--- config.mk ---
export PLATFORM = sky130hd
export DESIGN_NAME = hv_sign_stream_buf
export DESIGN_NICKNAME = d
export VERILOG_FILES = /design/src/rtl/hv_sign_stream_buf.sv
export SDC_FILE = /design/constraint.sdc
export NUM_CORES = 1
export LEC_CHECK = 0
export BUFFER_PORTS_ARGS = -buffer_cell sky130_fd_sc_hd__buf_4
export CELL_PAD_IN_SITES_DETAIL_PLACEMENT = 1
export CELL_PAD_IN_SITES_GLOBAL_PLACEMENT = 1
export CORE_UTILIZATION = 44
export CTS_BUF_LIST = sky130_fd_sc_hd__clkbuf_16
export DETAILED_ROUTE_END_ITERATION = 7
export MAX_ROUTING_LAYER = met4
export PLACE_DENSITY_LB_ADDON = 0.1
export SETUP_SLACK_MARGIN = 0.1
export SLEW_MARGIN = 20
export SYNTH_ARGS = -nofsm -noshare
export SYNTH_HDL_FRONTEND = slang
export SYNTH_SLANG_ARGS = --single-unit
--- constraint.sdc ---
create_clock -name clk -period 3.9 [get_ports clk]
set_input_delay 0.195 -clock clk [delete_from_list [all_inputs] [get_ports clk]]
set_output_delay 0.195 -clock clk [all_outputs]
set_load 0.01 [all_outputs]
--- src/rtl/hv_sign_stream_buf.sv ---
// Sign-vector accumulator with a packing FIFO feeding an AXI4-Stream master.
// Per-bit saturating counters are snapshotted on s_fin and streamed PACK per beat.
module hv_sign_stream_buf #(
  parameter int LANE        = 32,
  parameter int CNT_W       = 8,
  parameter int PACK        = 2,
  parameter int DEPTH       = 8,
  parameter int FRAME_BEATS = 16
) (
  input  logic                     clk,
  input  logic                     rst,
  input  logic                     acc_v,
  input  logic [LANE-1:0]          result,
  input  logic                     s_fin,
  input  logic                     k_fin,
  output logic [LANE*PACK-1:0]     m_axis_tdata,
  output logic                     m_axis_tvalid,
  input  logic                     m_axis_tready,
  output logic                     m_axis_tlast,
  output logic [$clog2(DEPTH):0]   fifo_level,
  output logic                     overflow
);

  localparam int AW = $clog2(DEPTH);
  localparam int LW = AW + 1;
  localparam int BW = (FRAME_BEATS > 1) ? $clog2(FRAME_BEATS) : 1;
  localparam logic [CNT_W-1:0] CMAX = {1'b0, {(CNT_W-1){1'b1}}};
  localparam logic [CNT_W-1:0] CMIN = {1'b1, {(CNT_W-2){1'b0}}, 1'b1};
  localparam logic [BW-1:0] LAST_BEAT = BW'(FRAME_BEATS - 1);

  logic [CNT_W-1:0]     cnt    [LANE];
  logic [CNT_W-1:0]     cnt_nx [LANE];
  logic [LANE-1:0]      sign;
  logic [LANE-1:0]      mem    [DEPTH];
  logic [AW-1:0]        wr_ptr;
  logic [AW-1:0]        rd_ptr;
  logic [LW-1:0]        level;
  logic [BW-1:0]        beat;
  logic [LANE*PACK-1:0] pack_data;
  logic                 free;
  logic                 pop;
  logic                 full;
  logic                 push;

  assign free = !m_axis_tvalid || m_axis_tready;
  assign pop  = free && (level >= LW'(PACK));
  assign full = (level == LW'(DEPTH));
  // a pop at the same edge frees room, so the write still lands
  assign push = s_fin && (!full || pop);

  assign fifo_level   = level;
  assign m_axis_tlast = m_axis_tvalid && (beat == LAST_BEAT);

  // saturating next-count and the sign it implies (tie gives 0)
  always_comb begin
    for (int i = 0; i < LANE; i++) begin
      cnt_nx[i] = cnt[i];
      if (acc_v) begin
        if (result[i]) begin
          if (cnt[i] != CMAX) cnt_nx[i] = cnt[i] + CNT_W'(1);
        end else begin
          if (cnt[i] != CMIN) cnt_nx[i] = cnt[i] - CNT_W'(1);
        end
      end
      sign[i] = !cnt_nx[i][CNT_W-1] && (cnt_nx[i] != '0);
    end
  end

  // gather the PACK oldest entries, oldest in the low lane
  always_comb begin
    pack_data = '0;
    for (int k = 0; k < PACK; k++) begin
      pack_data[k*LANE +: LANE] = mem[rd_ptr + AW'(k)];
    end
  end

  // bit counters: accumulate, cleared by either finish strobe
  always_ff @(posedge clk) begin
    for (int i = 0; i < LANE; i++) begin
      if (rst || s_fin || k_fin) cnt[i] <= '0;
      else                       cnt[i] <= cnt_nx[i];
    end
  end

  // FIFO storage; contents need no reset since level gates reads
  always_ff @(posedge clk) begin
    if (!rst && push) mem[wr_ptr] <= sign;
  end

  // FIFO pointers, level and sticky overflow
  always_ff @(posedge clk) begin
    if (rst) begin
      wr_ptr   <= '0;
      rd_ptr   <= '0;
      level    <= '0;
      overflow <= 1'b0;
    end else begin
      if (push) wr_ptr <= wr_ptr + AW'(1);
      if (pop)  rd_ptr <= rd_ptr + AW'(PACK);
      level <= level + LW'(push) - (pop ? LW'(PACK) : '0);
      if (s_fin && !push) overflow <= 1'b1;
    end
  end

  // output beat register, held while the sink stalls
  always_ff @(posedge clk) begin
    if (rst) begin
      m_axis_tvalid <= 1'b0;
      m_axis_tdata  <= '0;
    end else if (pop) begin
      m_axis_tvalid <= 1'b1;
      m_axis_tdata  <= pack_data;
    end else if (free) begin
      m_axis_tvalid <= 1'b0;
    end
  end

  // frame beat counter, advances on each accepted beat
  always_ff @(posedge clk) begin
    if (rst) begin
      beat <= '0;
    end else if (m_axis_tvalid && m_axis_tready) begin
      beat <= (beat == LAST_BEAT) ? '0 : beat + BW'(1);
    end
  end

endmodule

==> results of run 1 <==
==> worst max-delay path, delay by kind of cell (launching register included) <==
kind            cells  cell delay [ns]
flops               1             0.46
mux                 1             0.34
fa+ha+maj           1             0.24
buf+inv             1             0.12
simple gates        3             0.64
compound gates      2             1.10
==> final cells by class <==
cell class / instances / area [µm²] / area share
antenna: 3 / 7.51 / 0.000195
clock buffer: 75 / 1880 / 0.0489
clock inverter: 58 / 513 / 0.0134
inverter: 146 / 551 / 0.0143
multi-input combinational: 2805 / 18500 / 0.481
sequential: 591 / 14400 / 0.375
tap: 1040 / 1300 / 0.0339
timing repair buffer: 152 / 1280 / 0.0334
==> through the flow <==
| stage | setup WS, ns | hold WS (ns) | TNS, ns | std cells |
|---|---|---|---|---|
| final | 0.594 | 0.0397 | 0 | 4870 |
| after global routing | 0.382 | 0.0500 | 0 | 4869 |
| after CTS | 0.689 | 0.000680 | 0 | 4867 |
| after global placement | 0.787 | 0.446 | 0 | 4725 |
| after floorplan | -0.0149 | 0.358 | -1.91 | 3819 |
| after detailed placement | 0.696 | 0.451 | 0 | 4725 |
==> cells in the mapped netlist, drive strengths merged, types with 19 or more instances <==
library cell / count
or3: 35
a31oi: 70
inv: 145
o22ai: 42
buf: 68
nand3b: 30
and4: 31
a211oi: 25
o211ai: 26
and2: 99
dfxtp: 335
a41oi: 46
clkbuf: 209
nand4: 82
a21oi: 245
nor2b: 45
edfxtp: 256
and3: 55
nand3: 132
nand2b: 45
mux2i: 38
ha: 104
a22oi: 22
mux4: 64
nor3: 147
nor4: 49
nand2: 387
o31ai: 28
nor2: 330
o21ai: 162
a41o: 19
xnor2: 39
==> state kept, by name (all words and copies together), names as in the netlist <==
| name | cells |
|---|---|
| mem | 256 |
| m_axis_tdata | 64 |
| rd_ptr | 2 |
| m_axis_tvalid | 1 |
| overflow | 1 |
| beat | 4 |
| wr_ptr | 3 |
| cnt | 256 |
| fifo_level | 4 |
==> power breakdown <==
| part | internal (mW) | switching (mW) | leakage, nW | total [mW] |
|---|---|---|---|---|
| registers | 6.97 | 0.498 | 5.00 | 7.47 |
| clock network | 3.92 | 2.81 | 1.23 | 6.73 |
| logic | 1.63 | 2.31 | 7.51 | 3.93 |
| total | 12.5 | 5.61 | 13.7 | 18.1 |
==> timing repair <==
action                                  in CTS  in global routing
endpoints found under the setup margin       0                  0
buffers inserted                             0                  0
endpoints found under the hold margin       16                  0
hold buffers                                 9                  0
==> per-layer routing <==
metal  up-vias  GRT usage  wire length (µm)
li1      14300          -                 -
met1     15200      0.359             48600
met2       681      0.442             50100
met3       144     0.0312              4240
met4         0     0.0614              1780
met5         -          -                 0
==> worst paths after layout <==
| kind | from | endpoint | slack (ns) |
|---|---|---|---|
| setup / recovery | cnt[1][120]$_SDFF_PP0_ | mem[0][31]$_DFFE_PP_ | 0.59 |
| hold / removal | result[24] | cnt[1][65]$_SDFF_PP0_ | 0.04 |
| setup reg to reg | cnt[1][120]$_SDFF_PP0_ | mem[0][31]$_DFFE_PP_ | 0.59 |
| hold reg to reg | m_axis_tdata[49]$_SDFFE_PP0P_ | m_axis_tdata[49]$_SDFFE_PP0P_ | 0.45 |
==> cells by family (layout without fill, tap and decap cells) <==
| logic type | Yosys count | count (layout) | share of synthesized area |
|---|---|---|---|
| flip-flops | 591 | 591 | 0.417 |
| buffers and inverters | 423 | 431 | 0.0500 |
| AO/OA/AOI/OAI | 968 | 968 | 0.192 |
| XOR/XNOR | 45 | 45 | 0.0114 |
| other | 0 | 3 | 0 |
| multiplexers | 113 | 113 | 0.0563 |
| AND/OR/NAND/NOR | 1575 | 1575 | 0.235 |
| adder cells (fa/ha/maj) | 104 | 104 | 0.0377 |
==> results.md, run 1 <==
- YS warnings: 0
- Via count: 30,300
- Final setup fails: 0
- Most frequent cells in the layout: nand2_1 (387), dfxtp_1 (333), nor2_1 (326)
- Core area: 77,600 µm²
- Number of top-level pins: 109
- GPL Wtd Cong: 0.911
- Clock sink count: 591
- Number of cell rows: 102
- Overflow left after global routing: 0
- Crit Path Class: reg2reg
- Period utilization: 0.848
- Overall Power: 18.1 mW
- Root Driver: clkbuf_16
- Cells after synthesis: 3,819
- Die area: 79,600 µm²
- Clk_lat worst skew: 0.63 ns
- Critical Path RT: 4.13 ns
- RSZ-0062 raised after global routing: no
- Commonest non-fill, non-tap cell in the layout: nand2_1
- TritonRoute pass-1 iters: 5
- CTS clk-pin slew, worst paths: 0.06 ns
- Top-area cell type share of the netlist area: 0.223
- Final wirelength: 105,000 µm
- Avg WL per Cell: 21.5 µm
- Post-synth EDFFs: 256
- Worst hold stages: 3
- Vias/cell: 6.23
- Measured slew at the worst slew-check pin: 1.05 ns
- Synth cell types: 97
- Main synth FF type: dfxtp_1
- Count of port buffers added during placement: 108
- Total number of H-tree levels: 3
- Max IR drop VDD: 351 µV
- Ys async rst share: 0
- CP arrival: 3.53 ns
- First-pass GRT wire length: 170,000 µm
- CP Cell Sequence: inv_1 > ha_1 > nor2b_1 > nand2_1 > mux2_2 > or3b_1 > a2111oi_0 > a41oi_1
- Area Growth Syn to Fin: 11.2%
- Final Cell Area: 38,400 µm²
- Largest net degree at the start of global routing: 98
- Clk_skew: 0.0175 ns
- Leak Pwr: 13.7 nW
- Placed inst area: 35,900 µm²
- Crit path max fanout: 8
- Synth area leader: edfxtp_1
- Num CTS Buffers: 73
- Starting Density: 0.445
- Util after Layout: 0.495
- Die H: 282 µm
- Fin. Hold Viols: 0
- Worst R2R Path Depth: 8
- Layout fillers: 8,909
- Resized Gates After CTS: 0
- Die W: 282 µm
- CTS tree: yes
- Post-synthesis sequential area ratio: 0.417
- Maximum clock frequency: 0.302 GHz
- Max_cap viols: 0
- Period minus WS final: 3.31 ns
- Vias in the first global route: 30,900
- Slew headroom: 0.293
- Synthesized area per cell: 9.04 µm²
- Cell Area, Synth: 34,500 µm²
- Startpoint Class: flip-flop
- Net count after synthesis: 3,961
- Cell Pwr Density: 472 nW/µm²
- Synth top area cells: edfxtp_1 (22%), dfxtp_1 (19%), nand2_1 (4.2%)
- Layout cells sized above 1: 0.102
- Clk buf depth: 3
- Max incr delay on CP: 0.63 ns
- Initial antenna violation count: 2
- First DRT Iteration DRCs: 1,953
- Final ANT Viol Nets: 0
- Slowest CP cell: a2111oi_0
- CP endpoint kind: flip-flop
- All-Layer GR Usage: 0.270
- Post-layout nets: 3,911
- Dpl hpwl: 70,400 µm
- Outcome: finished clean
- Worst min path class: in2reg
- DRC viols: 0
- Seq cells post-synth: 591
- Max Slew Vio Count: 0
Note: power is estimated with default switching activity, not from simulation.
==> run 2: changes to the inputs <==
Clock period 3.9 ns to 2.9 ns, I/O delays scaled along.
==> run 2 against run 1 <==
Combinational power increased by 40%. Clock skew about the same. Fmax increased by 21%. Sequential share of layout area decreased by 0.96 points. Total power increased by 34%. Design area increased by 2.7%. First-iteration DRC count increased by 8.6%. Final cell count increased by 2.2%. Hold slack got worse by 0.023 ns. Sequential cell count unchanged. Critical path type unchanged. Critical endpoint is now mem[4][20]$_DFFE_PP_.
==> results.md, run 2 (synthesis results as in run 1) <==
- Final wirelength: 107,000 µm
- Overflow left after global routing: 0
- Core area: 77,600 µm²
- Starting Density: 0.445
- R2R setup slack: 0.17 ns
- Worst R2R Path Depth: 7
- Fin. Hold Viols: 0
- Startpoint Class: flip-flop
- CP Depth: 7
- Top Registers: cnt: 256 flops, mem: 256 flops, m_axis_tdata: 64 flops
- Outcome: finished clean
- Vias in the first global route: 31,200
- Period minus WS final: 2.73 ns
- Final setup fails: 0
- Critical Path RT: 3.22 ns
- CP endpoint kind: flip-flop
- CP Cell Sequence: ha_2 > nand4_1 > nand2b_1 > a311o_1 > nor4_2 > nand4_1 > o31a_1
- Max Slew Vio Count: 0
- Clk pwr share: 0.367
- Root Driver: clkbuf_16
- Final ANT Viol Nets: 0
- Count of port buffers added during placement: 108
- Layout cells sized above 1: 0.135
- Worst min path class: in2reg
- Max IR drop VDD: 504 µV
- CP arrival: 3.05 ns
- Avg WL per Cell: 21.4 µm
- Leak Pwr: 14.3 nW
- Most frequent cells in the layout: nand2_1 (387), dfxtp_1 (329), nor2_1 (326)
- CTS tree: yes
- Number of top-level pins: 109
- Initial antenna violation count: 7
- Number of cell rows: 102
- R2r startpoint: cnt[1][32]$_SDFF_PP0_
- Clk_skew: 0.0177 ns
- Combinational power share: 0.226
- TritonRoute pass-1 iters: 5
- Register area: 14,400 µm²
- Measured slew at the worst slew-check pin: 0.813 ns
- Largest net degree at the start of global routing: 79
- Clock sink count: 591
- Die area: 79,600 µm²
- Vias/cell: 6.17
- Num CTS Buffers: 71
- Setup slack after layout: 0.170 ns
- Dpl hpwl: 73,600 µm
- Multi-input gate area: 18,700 µm²
- Post-layout nets: 4,017
- Maximum clock frequency: 0.366 GHz
- Commonest non-fill, non-tap cell in the layout: nand2_1
- Reg power frac: 0.407
- Cell family with most CP delay: simple AND/OR/NAND/NOR gates
- Slew headroom: 0.454
- Max incr delay on CP: 0.46 ns
- Slowest CP cell: dfxtp_1
- Period utilization: 0.941
- Crit path max fanout: 8
- First-pass GRT wire length: 170,000 µm
- Total number of H-tree levels: 3
- Switching share of power: 0.306
- CP dominant cell by count: nand4_1
- Clk_lat worst skew: 0.62 ns
- Clk buf depth: 3
- Worst slack, placed: 0.0285 ns
- Worst r2r dst: mem[4][20]$_DFFE_PP_
- Fin Hold WS: 0.0165 ns
- Die H: 282 µm
- Internal power: 16.9 mW
- Max_cap viols: 0
- Cell Pwr Density: 617 nW/µm²
- Layout fillers: 8,950
- Area Growth Syn to Fin: 14.2%
- Crit Path Class: reg2reg
- Psw: 7.45 mW
- Worst path bufs/invs: 0
- DRC viols: 0
- GPL Wtd Cong: 0.909
- First DRT Iteration DRCs: 2,121
- RSZ-0062 raised after global routing: no
- CTS clk-pin slew, worst paths: 0.06 ns
- All-Layer GR Usage: 0.271
- Setup crit start: cnt[1][32]$_SDFF_PP0_
- Crit path to: mem[4][20]$_DFFE_PP_
- Placed inst area: 36,700 µm²
- Via count: 30,700
- Final Cell Area: 39,400 µm²
- Die W: 282 µm
==> run 2: power groups by stage <==
stage	logic, mW	registers, mW	clock network (mW)
floorplan	3.36	9.99	0
global placement	5.29	10.1	0
detailed placement	5.46	10.1	0
CTS	5.52	9.92	9.13
global route	6.03	9.99	9.48
finish	5.51	9.91	8.92
==> run 2: worst reg2reg max path, delay by kind of cell, from the launching register on <==
family	cells	cell delay, ns
AOI/OAI and AO/OA	2	0.77
adders and majority gates	1	0.29
DFF	1	0.46
and+or+nand+nor	4	0.90
==> run 2: stage by stage <==
| stage | util | total power [mW] | TNS (ns) | cells |
|---|---|---|---|---|
| after global placement | 0.473 | 15.3 | 0 | 4823 |
| after CTS | 0.505 | 24.6 | 0 | 4966 |
| after floorplan | - | 13.4 | -61.23 | 3819 |
| final | 0.508 | 24.3 | 0 | 4978 |
| after global routing | 0.508 | 25.5 | 0 | 4977 |
| after detailed placement | 0.474 | 15.6 | 0 | 4823 |
==> run 2: layout make-up <==
class / instances / share of cell area
Sequential cell: 591 / 0.365
Tap cell: 1040 / 0.0330
Antenna cell: 6 / 0.000381
Clock buffer: 72 / 0.0457
Multi-Input combinational cell: 2805 / 0.474
Inverter: 146 / 0.0140
Clock inverter: 58 / 0.0131
Timing Repair Buffer: 260 / 0.0546
==> run 2: routing by layer <==
| metal | wire (µm) | share of wire | GRT usage | vias up |
|---|---|---|---|---|
| met4 | 2060 | 0.019 | 0.0722 | 0 |
| met2 | 51100 | 0.48 | 0.439 | 729 |
| li1 | - | - | - | 14500 |
| met1 | 48600 | 0.46 | 0.356 | 15400 |
| met5 | 0 | 0 | - | - |
| met3 | 4920 | 0.046 | 0.0382 | 149 |
==> run 2: how the worst min path moves through the flow <==
stage | cells after the start | endpoint | startpoint | slack, ns
after global placement | 2 | m_axis_tdata[45]$_SDFFE_PP0P_ | m_axis_tdata[45]$_SDFFE_PP0P_ | 0.45
after CTS | 4 | cnt[0][3]$_SDFF_PP0_ | result[0] | 0.0003
after global routing | 4 | cnt[0][125]$_SDFF_PP0_ | result[15] | 0.02
final | 3 | cnt[1][57]$_SDFF_PP0_ | acc_v | 0.02
after floorplan | 2 | beat[1]$_SDFFE_PP0P_ | m_axis_tready | 0.31
after detailed placement | 2 | m_axis_tdata[45]$_SDFFE_PP0P_ | m_axis_tdata[45]$_SDFFE_PP0P_ | 0.45
==> run 2: what timing repair did <==
item | in CTS | in global routing
endpoints found under the setup margin | 24 | 164
setup buffers | 0 | 6
resized for setup | 4 | 35
pin swaps | 0 | 6
endpoints found under the hold margin | 54 | 0
hold buffers | 13 | 0
